File: src/rtl/prt_scaler_krnl_mac_pipe_if.sv
// rtl/prt_scaler_krnl_mac_pipe_if.sv - sample/coefficient bus for the scaler kernel MAC pipe
//
// Purpose: groups the per-cycle control, sample input and filtered output signals
//          of prt_scaler_krnl_mac_pipe so the line/tap buffer side and the
//          formatter side connect through a single port.
// Signals:
//   EN_IN         pipeline advance (0 freezes every stage)
//   VLD_IN        C_IN/P_IN carry a valid sample
//   C_IN          P_TAPS signed coefficients, tap t at [t*P_CW +: P_CW]
//   P_IN          P_CH*P_TAPS unsigned pixels, channel c tap t at [(c*P_TAPS+t)*P_BPC +: P_BPC]
//   CLR_IN        synchronous clear of STA_CLIP_OUT
//   VLD_OUT       P_OUT/CLIP_OUT valid
//   P_OUT         filtered pixel, channel c at [c*P_BPC +: P_BPC]
//   CLIP_OUT      any channel of the output sample clipped
//   STA_CLIP_OUT  sticky clip status
// Modports: master drives samples/controls, slave is the kernel.
interface prt_scaler_krnl_mac_pipe_if #(
    parameter int P_BPC  = 8,
    parameter int P_CH   = 3,
    parameter int P_TAPS = 4,
    parameter int P_CW   = 10
);
    logic                            EN_IN;
    logic                            VLD_IN;
    logic [P_TAPS*P_CW-1:0]          C_IN;
    logic [P_CH*P_TAPS*P_BPC-1:0]    P_IN;
    logic                            CLR_IN;
    logic                            VLD_OUT;
    logic [P_CH*P_BPC-1:0]           P_OUT;
    logic                            CLIP_OUT;
    logic                            STA_CLIP_OUT;

    modport master (
        output EN_IN, VLD_IN, C_IN, P_IN, CLR_IN,
        input  VLD_OUT, P_OUT, CLIP_OUT, STA_CLIP_OUT
    );

    modport slave (
        input  EN_IN, VLD_IN, C_IN, P_IN, CLR_IN,
        output VLD_OUT, P_OUT, CLIP_OUT, STA_CLIP_OUT
    );
endinterface

File: src/rtl/prt_scaler_krnl_mac_pipe.sv
// rtl/prt_scaler_krnl_mac_pipe.sv - multi-channel N-tap signed-coefficient MAC kernel for the video scaler
//
// Purpose: per channel, multiplies P_TAPS unsigned pixels by a shared set of
//          signed coefficients, sums them at full precision through a pipelined
//          binary adder tree, then rounds, shifts by P_CF and clips to P_BPC bits.
//          Latency is 2+log2(P_TAPS) enabled cycles; a valid bit travels with the data.
// Ports:
//   CLK_IN   clock
//   RST_IN   asynchronous reset, active-low
//   bus      slave side of prt_scaler_krnl_mac_pipe_if (controls, samples, results, clip status)
module prt_scaler_krnl_mac_pipe #(
    parameter int P_BPC   = 8,
    parameter int P_CH    = 3,
    parameter int P_TAPS  = 4,
    parameter int P_CW    = 10,
    parameter int P_CF    = 8,
    parameter int P_ROUND = 1
) (
    input  logic                          CLK_IN,
    input  logic                          RST_IN,
    prt_scaler_krnl_mac_pipe_if.slave     bus
);
    localparam int LG = $clog2(P_TAPS);
    localparam int PW = P_BPC + P_CW + 1;       // product width
    localparam int SW = PW + LG;                // full-precision sum width
    localparam int RW = SW + 1;                 // room for the rounding add
    localparam int NN = 2 * P_TAPS - 1;         // adder tree nodes per channel

    localparam logic signed [RW-1:0] RND  = (P_ROUND != 0) ? RW'(2 ** (P_CF - 1)) : RW'(0);
    localparam logic signed [RW-1:0] PMAX = RW'((2 ** P_BPC) - 1);

    // Adder tree stored as a heap: node i has children 2i+1 and 2i+2, the
    // leaves (indices P_TAPS-1 .. 2*P_TAPS-2) hold the registered products and
    // node 0 is the root. Every node is a register, so each tree level is one
    // pipeline stage and the root lags the leaves by exactly log2(P_TAPS) edges.
    logic signed [SW-1:0]   node_q [P_CH][NN];
    logic        [LG:0]     vld_q;              // [0] = product stage, [LG] = root stage

    logic signed [PW-1:0]   prod   [P_CH][P_TAPS];
    logic [P_CH*P_BPC-1:0]  pix_res;
    logic [P_CH-1:0]        clip_ch;
    logic                   any_clip;

    always_comb begin
        logic signed [PW-1:0] pix_s;
        logic signed [PW-1:0] coef_s;
        pix_s  = '0;
        coef_s = '0;
        for (int c = 0; c < P_CH; c++) begin
            for (int t = 0; t < P_TAPS; t++) begin
                // Pixel is zero-extended so it stays positive in the signed multiply.
                pix_s  = PW'($signed({1'b0, bus.P_IN[(c*P_TAPS+t)*P_BPC +: P_BPC]}));
                coef_s = PW'($signed(bus.C_IN[t*P_CW +: P_CW]));
                prod[c][t] = pix_s * coef_s;
            end
        end
    end

    always_comb begin
        logic signed [RW-1:0] rnd_v;
        logic signed [RW-1:0] shr_v;
        rnd_v   = '0;
        shr_v   = '0;
        pix_res = '0;
        clip_ch = '0;
        for (int c = 0; c < P_CH; c++) begin
            rnd_v = RW'(node_q[c][0]) + RND;
            shr_v = rnd_v >>> P_CF;             // arithmetic: truncation goes toward -inf
            if (shr_v[RW-1]) begin
                pix_res[c*P_BPC +: P_BPC] = '0;
                clip_ch[c]                = 1'b1;
            end else if (shr_v > PMAX) begin
                pix_res[c*P_BPC +: P_BPC] = '1;
                clip_ch[c]                = 1'b1;
            end else begin
                pix_res[c*P_BPC +: P_BPC] = shr_v[P_BPC-1:0];
                clip_ch[c]                = 1'b0;
            end
        end
        any_clip = |clip_ch;
    end

    always_ff @(posedge CLK_IN or negedge RST_IN) begin
        if (!RST_IN) begin
            for (int c = 0; c < P_CH; c++) begin
                for (int i = 0; i < NN; i++) begin
                    node_q[c][i] <= '0;
                end
            end
            vld_q            <= '0;
            bus.VLD_OUT      <= 1'b0;
            bus.P_OUT        <= '0;
            bus.CLIP_OUT     <= 1'b0;
            bus.STA_CLIP_OUT <= 1'b0;
        end else begin
            if (bus.EN_IN) begin
                vld_q <= {vld_q[LG-1:0], bus.VLD_IN};
                for (int c = 0; c < P_CH; c++) begin
                    for (int t = 0; t < P_TAPS; t++) begin
                        node_q[c][P_TAPS-1+t] <= {{LG{prod[c][t][PW-1]}}, prod[c][t]};
                    end
                    for (int i = 0; i < P_TAPS - 1; i++) begin
                        node_q[c][i] <= node_q[c][2*i+1] + node_q[c][2*i+2];
                    end
                end
                // Invalid samples still move through so the data path never
                // needs a bubble-squeeze; their clip status is masked off.
                bus.VLD_OUT  <= vld_q[LG];
                bus.P_OUT    <= pix_res;
                bus.CLIP_OUT <= vld_q[LG] & any_clip;
            end
            // Set has priority so a clip landing on the clear edge is not lost.
            if (bus.EN_IN && vld_q[LG] && any_clip) begin
                bus.STA_CLIP_OUT <= 1'b1;
            end else if (bus.CLR_IN) begin
                bus.STA_CLIP_OUT <= 1'b0;
            end
        end
    end
endmodule

File: src/flat_wrapper.sv
// flat-port wrapper written by rule: the top's interface ports become plain ports
module prt_scaler_krnl_mac_pipe_flat 
#(
    parameter int P_BPC   = 8,
    parameter int P_CH    = 3,
    parameter int P_TAPS  = 4,
    parameter int P_CW    = 10,
    parameter int P_CF    = 8,
    parameter int P_ROUND = 1
)
  (CLK_IN, RST_IN, bus_EN_IN, bus_VLD_IN, bus_C_IN, bus_P_IN, bus_CLR_IN, bus_VLD_OUT, bus_P_OUT, bus_CLIP_OUT, bus_STA_CLIP_OUT);
  prt_scaler_krnl_mac_pipe_if #(.P_BPC(P_BPC), .P_CH(P_CH), .P_TAPS(P_TAPS), .P_CW(P_CW)) bus_i ();
  input  logic CLK_IN;
  input  logic RST_IN;
  input wire logic [$bits(bus_i.EN_IN)-1:0] bus_EN_IN;
  input wire logic [$bits(bus_i.VLD_IN)-1:0] bus_VLD_IN;
  input wire logic [$bits(bus_i.C_IN)-1:0] bus_C_IN;
  input wire logic [$bits(bus_i.P_IN)-1:0] bus_P_IN;
  input wire logic [$bits(bus_i.CLR_IN)-1:0] bus_CLR_IN;
  output wire logic [$bits(bus_i.VLD_OUT)-1:0] bus_VLD_OUT;
  output wire logic [$bits(bus_i.P_OUT)-1:0] bus_P_OUT;
  output wire logic [$bits(bus_i.CLIP_OUT)-1:0] bus_CLIP_OUT;
  output wire logic [$bits(bus_i.STA_CLIP_OUT)-1:0] bus_STA_CLIP_OUT;
  assign bus_i.EN_IN = bus_EN_IN;
  assign bus_i.VLD_IN = bus_VLD_IN;
  assign bus_i.C_IN = bus_C_IN;
  assign bus_i.P_IN = bus_P_IN;
  assign bus_i.CLR_IN = bus_CLR_IN;
  assign bus_VLD_OUT = bus_i.VLD_OUT;
  assign bus_P_OUT = bus_i.P_OUT;
  assign bus_CLIP_OUT = bus_i.CLIP_OUT;
  assign bus_STA_CLIP_OUT = bus_i.STA_CLIP_OUT;
  prt_scaler_krnl_mac_pipe #(.P_BPC(P_BPC), .P_CH(P_CH), .P_TAPS(P_TAPS), .P_CW(P_CW), .P_CF(P_CF), .P_ROUND(P_ROUND)) u_core (.CLK_IN(CLK_IN), .RST_IN(RST_IN), .bus(bus_i));
endmodule
File: config.mk
export PLATFORM = sky130hd
export DESIGN_NAME = prt_scaler_krnl_mac_pipe_flat
export DESIGN_NICKNAME = d
export VERILOG_FILES = /design/src/rtl/prt_scaler_krnl_mac_pipe_if.sv /design/src/rtl/prt_scaler_krnl_mac_pipe.sv /design/src/flat_wrapper.sv
export SDC_FILE = /design/constraint.sdc
export NUM_CORES = 2
export LEC_CHECK = 0
export ABC_AREA = 1
export CORE_ASPECT_RATIO = 0.5
export CORE_MARGIN = 3
export CORE_UTILIZATION = 60
export CTS_CLUSTER_DIAMETER = 40
export CTS_CLUSTER_SIZE = 28
export DETAILED_ROUTE_END_ITERATION = 10
export PLACE_DENSITY = 0.78
export SLEW_MARGIN = 40
export SYNTH_ARGS = -nofsm -noshare
export SYNTH_HDL_FRONTEND = slang
export SYNTH_SLANG_ARGS = --single-unit
File: constraint.sdc
create_clock -name CLK_IN -period 2.4 [get_ports CLK_IN]
set_input_delay 0.72 -clock CLK_IN [delete_from_list [all_inputs] [get_ports CLK_IN]]
set_output_delay 0.72 -clock CLK_IN [all_outputs]
set_load 0.005 [all_outputs]
==> results by group <==
Status
  • Status: finished, violations left
  • Failing checks: negative setup slack

Placement
  • Placed wire-length estimate: 157000 µm
  • Gpl congestion: 0.970
  • Placed Cells incl. Taps: 11.2k
  • Number of port buffers: 167

Power
  • Overall power: 145 mW
  • Pwr dens: 1590 nW/µm²
  • Max IR drop VDD: 915 µV
  • Leakage power: 49.4 nW

Worst setup path
  • Crit. End Element: flip-flop
  • Startpoint types: input pin
  • Critical-path cell list: buf_12 -> buf_12 -> nand2_8 -> fa_2 -> inv_2 -> fa_2 -> fa_1 -> inv_1 -> fa_1 -> inv_1 -> ha_4 -> inv_1 -> nor3_4 -> nand2_1 -> a21oi_2 -> inv_1 -> nand2_2 -> nand2_1 -> nand3_2 -> nand2_1
  • Worst path slowest cell: fa_1
  • CP Max Fanout: 6
  • Setup CP Type: in -> reg
  • Cell repeated most along the worst path: inv_1
  • Crit path largest cell delay: 0.73 ns
  • CP Data Required Time: 2.93 ns
  • Data arrival, critical path: 5.34 ns

Global routing
  • GRT Total Usage: 0.417
  • Congestion Overflow GR: 0
  • Maximum number of pins on one net before global-route repair: 110
  • Vias in the first global route: 68.9k
  • Initial antenna violation count: 24
  • First-pass GRT wire length: 370000 µm

Final layout
  • Commonest non-fill, non-tap cell in the layout: nand2_1
  • Area growth, synth to finish: 40.7%
  • Fin util: 0.860
  • Ratio of cells with drive above 1 in the final layout: 0.313
  • Fill count: 5348
  • Non-Filler Instances: 11.7k
  • Final nets: 11.8k
  • Most frequent cells in the layout: nand2_1, inv_1, buf_4

Floorplanning
  • IO Pins: 168
  • Die H: 239 µm
  • Initial Util: 0.611
  • Die ar.: 112000 µm²
  • Core area: 106000 µm²
  • Cell Rows: 84
  • Floorplan die width: 471 µm

Synthesis
  • Register area share after synthesis: 0.162
  • Post-synth net total: 10.6k
  • Flops & latches, synth: 420
  • Top cell type's share of synthesized area: 0.246
  • Post-Syn Instances: 9010
  • Top FF cell, synth: dfrtp_1
  • Yosys warning count: 0
  • Synth area leader: fa_1
  • Netlist cell types: 47
  • Fraction of registers with async set/reset: 1.00
  • Mapped Area: 64900 µm²
  • Number of flops mapped to enable cells by yosys: 0
  • Area contributors post-synth: fa_1, dfrtp_1, nand2_1
  • Syn avg cell area: 7.20 µm²

Route
  • Initial drt markers: 8237
  • Vias: 70.6k
  • Vias per inst: 6.05
  • DRT Pass-1 Iters: 9
  • Drc violations: 0
  • Routed Antenna Nets: 0
  • Drt wl/cell: 23.8 µm
  • Final WL: 278000 µm

CTS
  • CTS tree: done
  • CTS Buffer Depth: 3
  • Root Driver: clkbuf_16
  • Clock sinks: 420
  • Worst-Skew Late Latency: 0.65 ns
  • Num CTS Buffers: 46
  • Worst-path clk slew: 0.08 ns
  • Htree depth: 2

Timing
  • Worst Max-Slew Pin Slew: 0.846 ns
  • Setup TNS: -276.12 ns
  • Peak Freq: 208 MHz
  • Fin. max-slew vios: 0
  • Hold slack: 0.439 ns
  • Worst clock skew: 0.0400 ns
  • Period minus WS final: 4.81 ns
  • Slew Limit Headroom: 0.436
  • Final setup violation count: 186
  • RSZ-0062 raised after global routing: true
  • Period utilization: 2.00
  • Final worst setup slack: -2.41 ns
  • Final hold violation count: 0

Run
  • Number of max-cap violations: 0

Hold path
  • HP Class: in -> reg
[cells in the mapped netlist (36+ instances only)]
cell	instances
o21ai_0	289
ha_1	630
o21bai_1	38
buf_2	36
a31oi_1	104
a21oi_1	381
nor3_1	54
nand4_1	73
fa_1	798
dfrtp_1	420
xnor2_1	135
inv_1	2154
nand2_1	2524
o21ai_1	38
nor2_1	436
nand3_1	460
clkbuf_1	197
[power by group]
group | leakage (nW) | total (mW) | switching [mW] | internal, mW
clock | 0.806 | 7.94 | 3.85 | 4.09
combinational | 43.5 | 122 | 69.3 | 52.9
sequential | 5.04 | 14.8 | 4.37 | 10.4
total | 49.4 | 145 | 77.5 | 67.4
[final timing paths]
check / from / end / slack [ns] / depth (start not counted)
max in group asynchronous: RST_IN / u_core.node_q[178]$_DFFE_PN0P_ / 1.06 / 4
min reg2reg: u_core.bus.VLD_OUT$_DFFE_PN0P_ / u_core.bus.VLD_OUT$_DFFE_PN0P_ / 0.47 / 2
min: bus_EN_IN / u_core.vld_q[0]$_DFFE_PN0P_ / 0.44 / 3
max: bus_C_IN[29] / u_core.node_q[333]$_DFFE_PN0P_ / -2.41 / 20
min in group asynchronous: RST_IN / u_core.node_q[140]$_DFFE_PN0P_ / 0.49 / 2
max reg2reg: u_core.node_q[21]$_DFFE_PN0P_ / u_core.node_q[100]$_DFFE_PN0P_ / 0 / 13
[critical path: cells and delay by family]
kind	cells	cell delay, ns
compound gates	1	0.12
fa+ha+maj	5	2.89
buf+inv	7	0.80
simple gates	7	0.77
[flip-flops by register name, summed over array words and instances (netlist names)]
register	count
u_core.node_q	390
u_core.bus.P_OUT	24
u_core.vld_q	3
u_core.bus.CLIP_OUT	1
u_core.bus.STA_CLIP_OUT	1
u_core.bus.VLD_OUT	1
[cell type report]
type / instances / area [µm²] / area share
Antenna cell: 15 / 37.5 / 0.000411
Clock buffer: 50 / 1180 / 0.0129
Multi-Input combinational cell: 6167 / 54600 / 0.598
Clock inverter: 36 / 513 / 0.00562
Inverter: 2157 / 8160 / 0.0894
Tap cell: 1419 / 1780 / 0.0194
Timing Repair Buffer: 1410 / 14500 / 0.159
Sequential cell: 420 / 10500 / 0.115
[logic make-up (layout without fill, tap and decap cells)]
| kind of cell | after synthesis | after routing | share of synthesized area |
|---|---|---|---|
| flip-flops | 420 | 420 | 0.162 |
| other | 0 | 15 | 0 |
| adder cells (fa/ha/maj) | 1428 | 1428 | 0.368 |
| XOR/XNOR | 170 | 170 | 0.0229 |
| buffers and inverters | 2423 | 3653 | 0.141 |
| AND/OR/NAND/NOR | 3670 | 3670 | 0.231 |
| AO/OA/AOI/OAI | 899 | 899 | 0.0750 |
[through the flow]
stage	instance area [µm²]	setup slack, ns
2_1_floorplan	71800	-1.82
3_3_place_gp	79100	-2.66
3_5_place_dp	79100	-2.67
4_1_cts	88600	-1.63
5_1_grt	91300	-2.44
6_report	91300	-2.41
[repair_timing]
| item | CTS | global route |
|---|---|---|
| pin swaps | 852 | 587 |
| resized for setup | 1762 | 515 |
| endpoints found under the hold margin | 4 | 0 |
| setup endpoints to repair | 194 | 187 |
| hold buffers | 1 | 0 |
| gates cloned | 41 | 0 |
| setup buffers | 278 | 114 |
[metal layers]
| layer | global-route usage | wire, µm | part of all wire |
|---|---|---|---|
| met1 | 0.531 | 95300 | 0.34 |
| met2 | 0.674 | 120000 | 0.43 |
| met3 | 0.0950 | 37000 | 0.13 |
| met4 | 0.210 | 25400 | 0.091 |
| met5 | 0 | 223 | 0.00080 |
(Power assumes the default switching activity.)
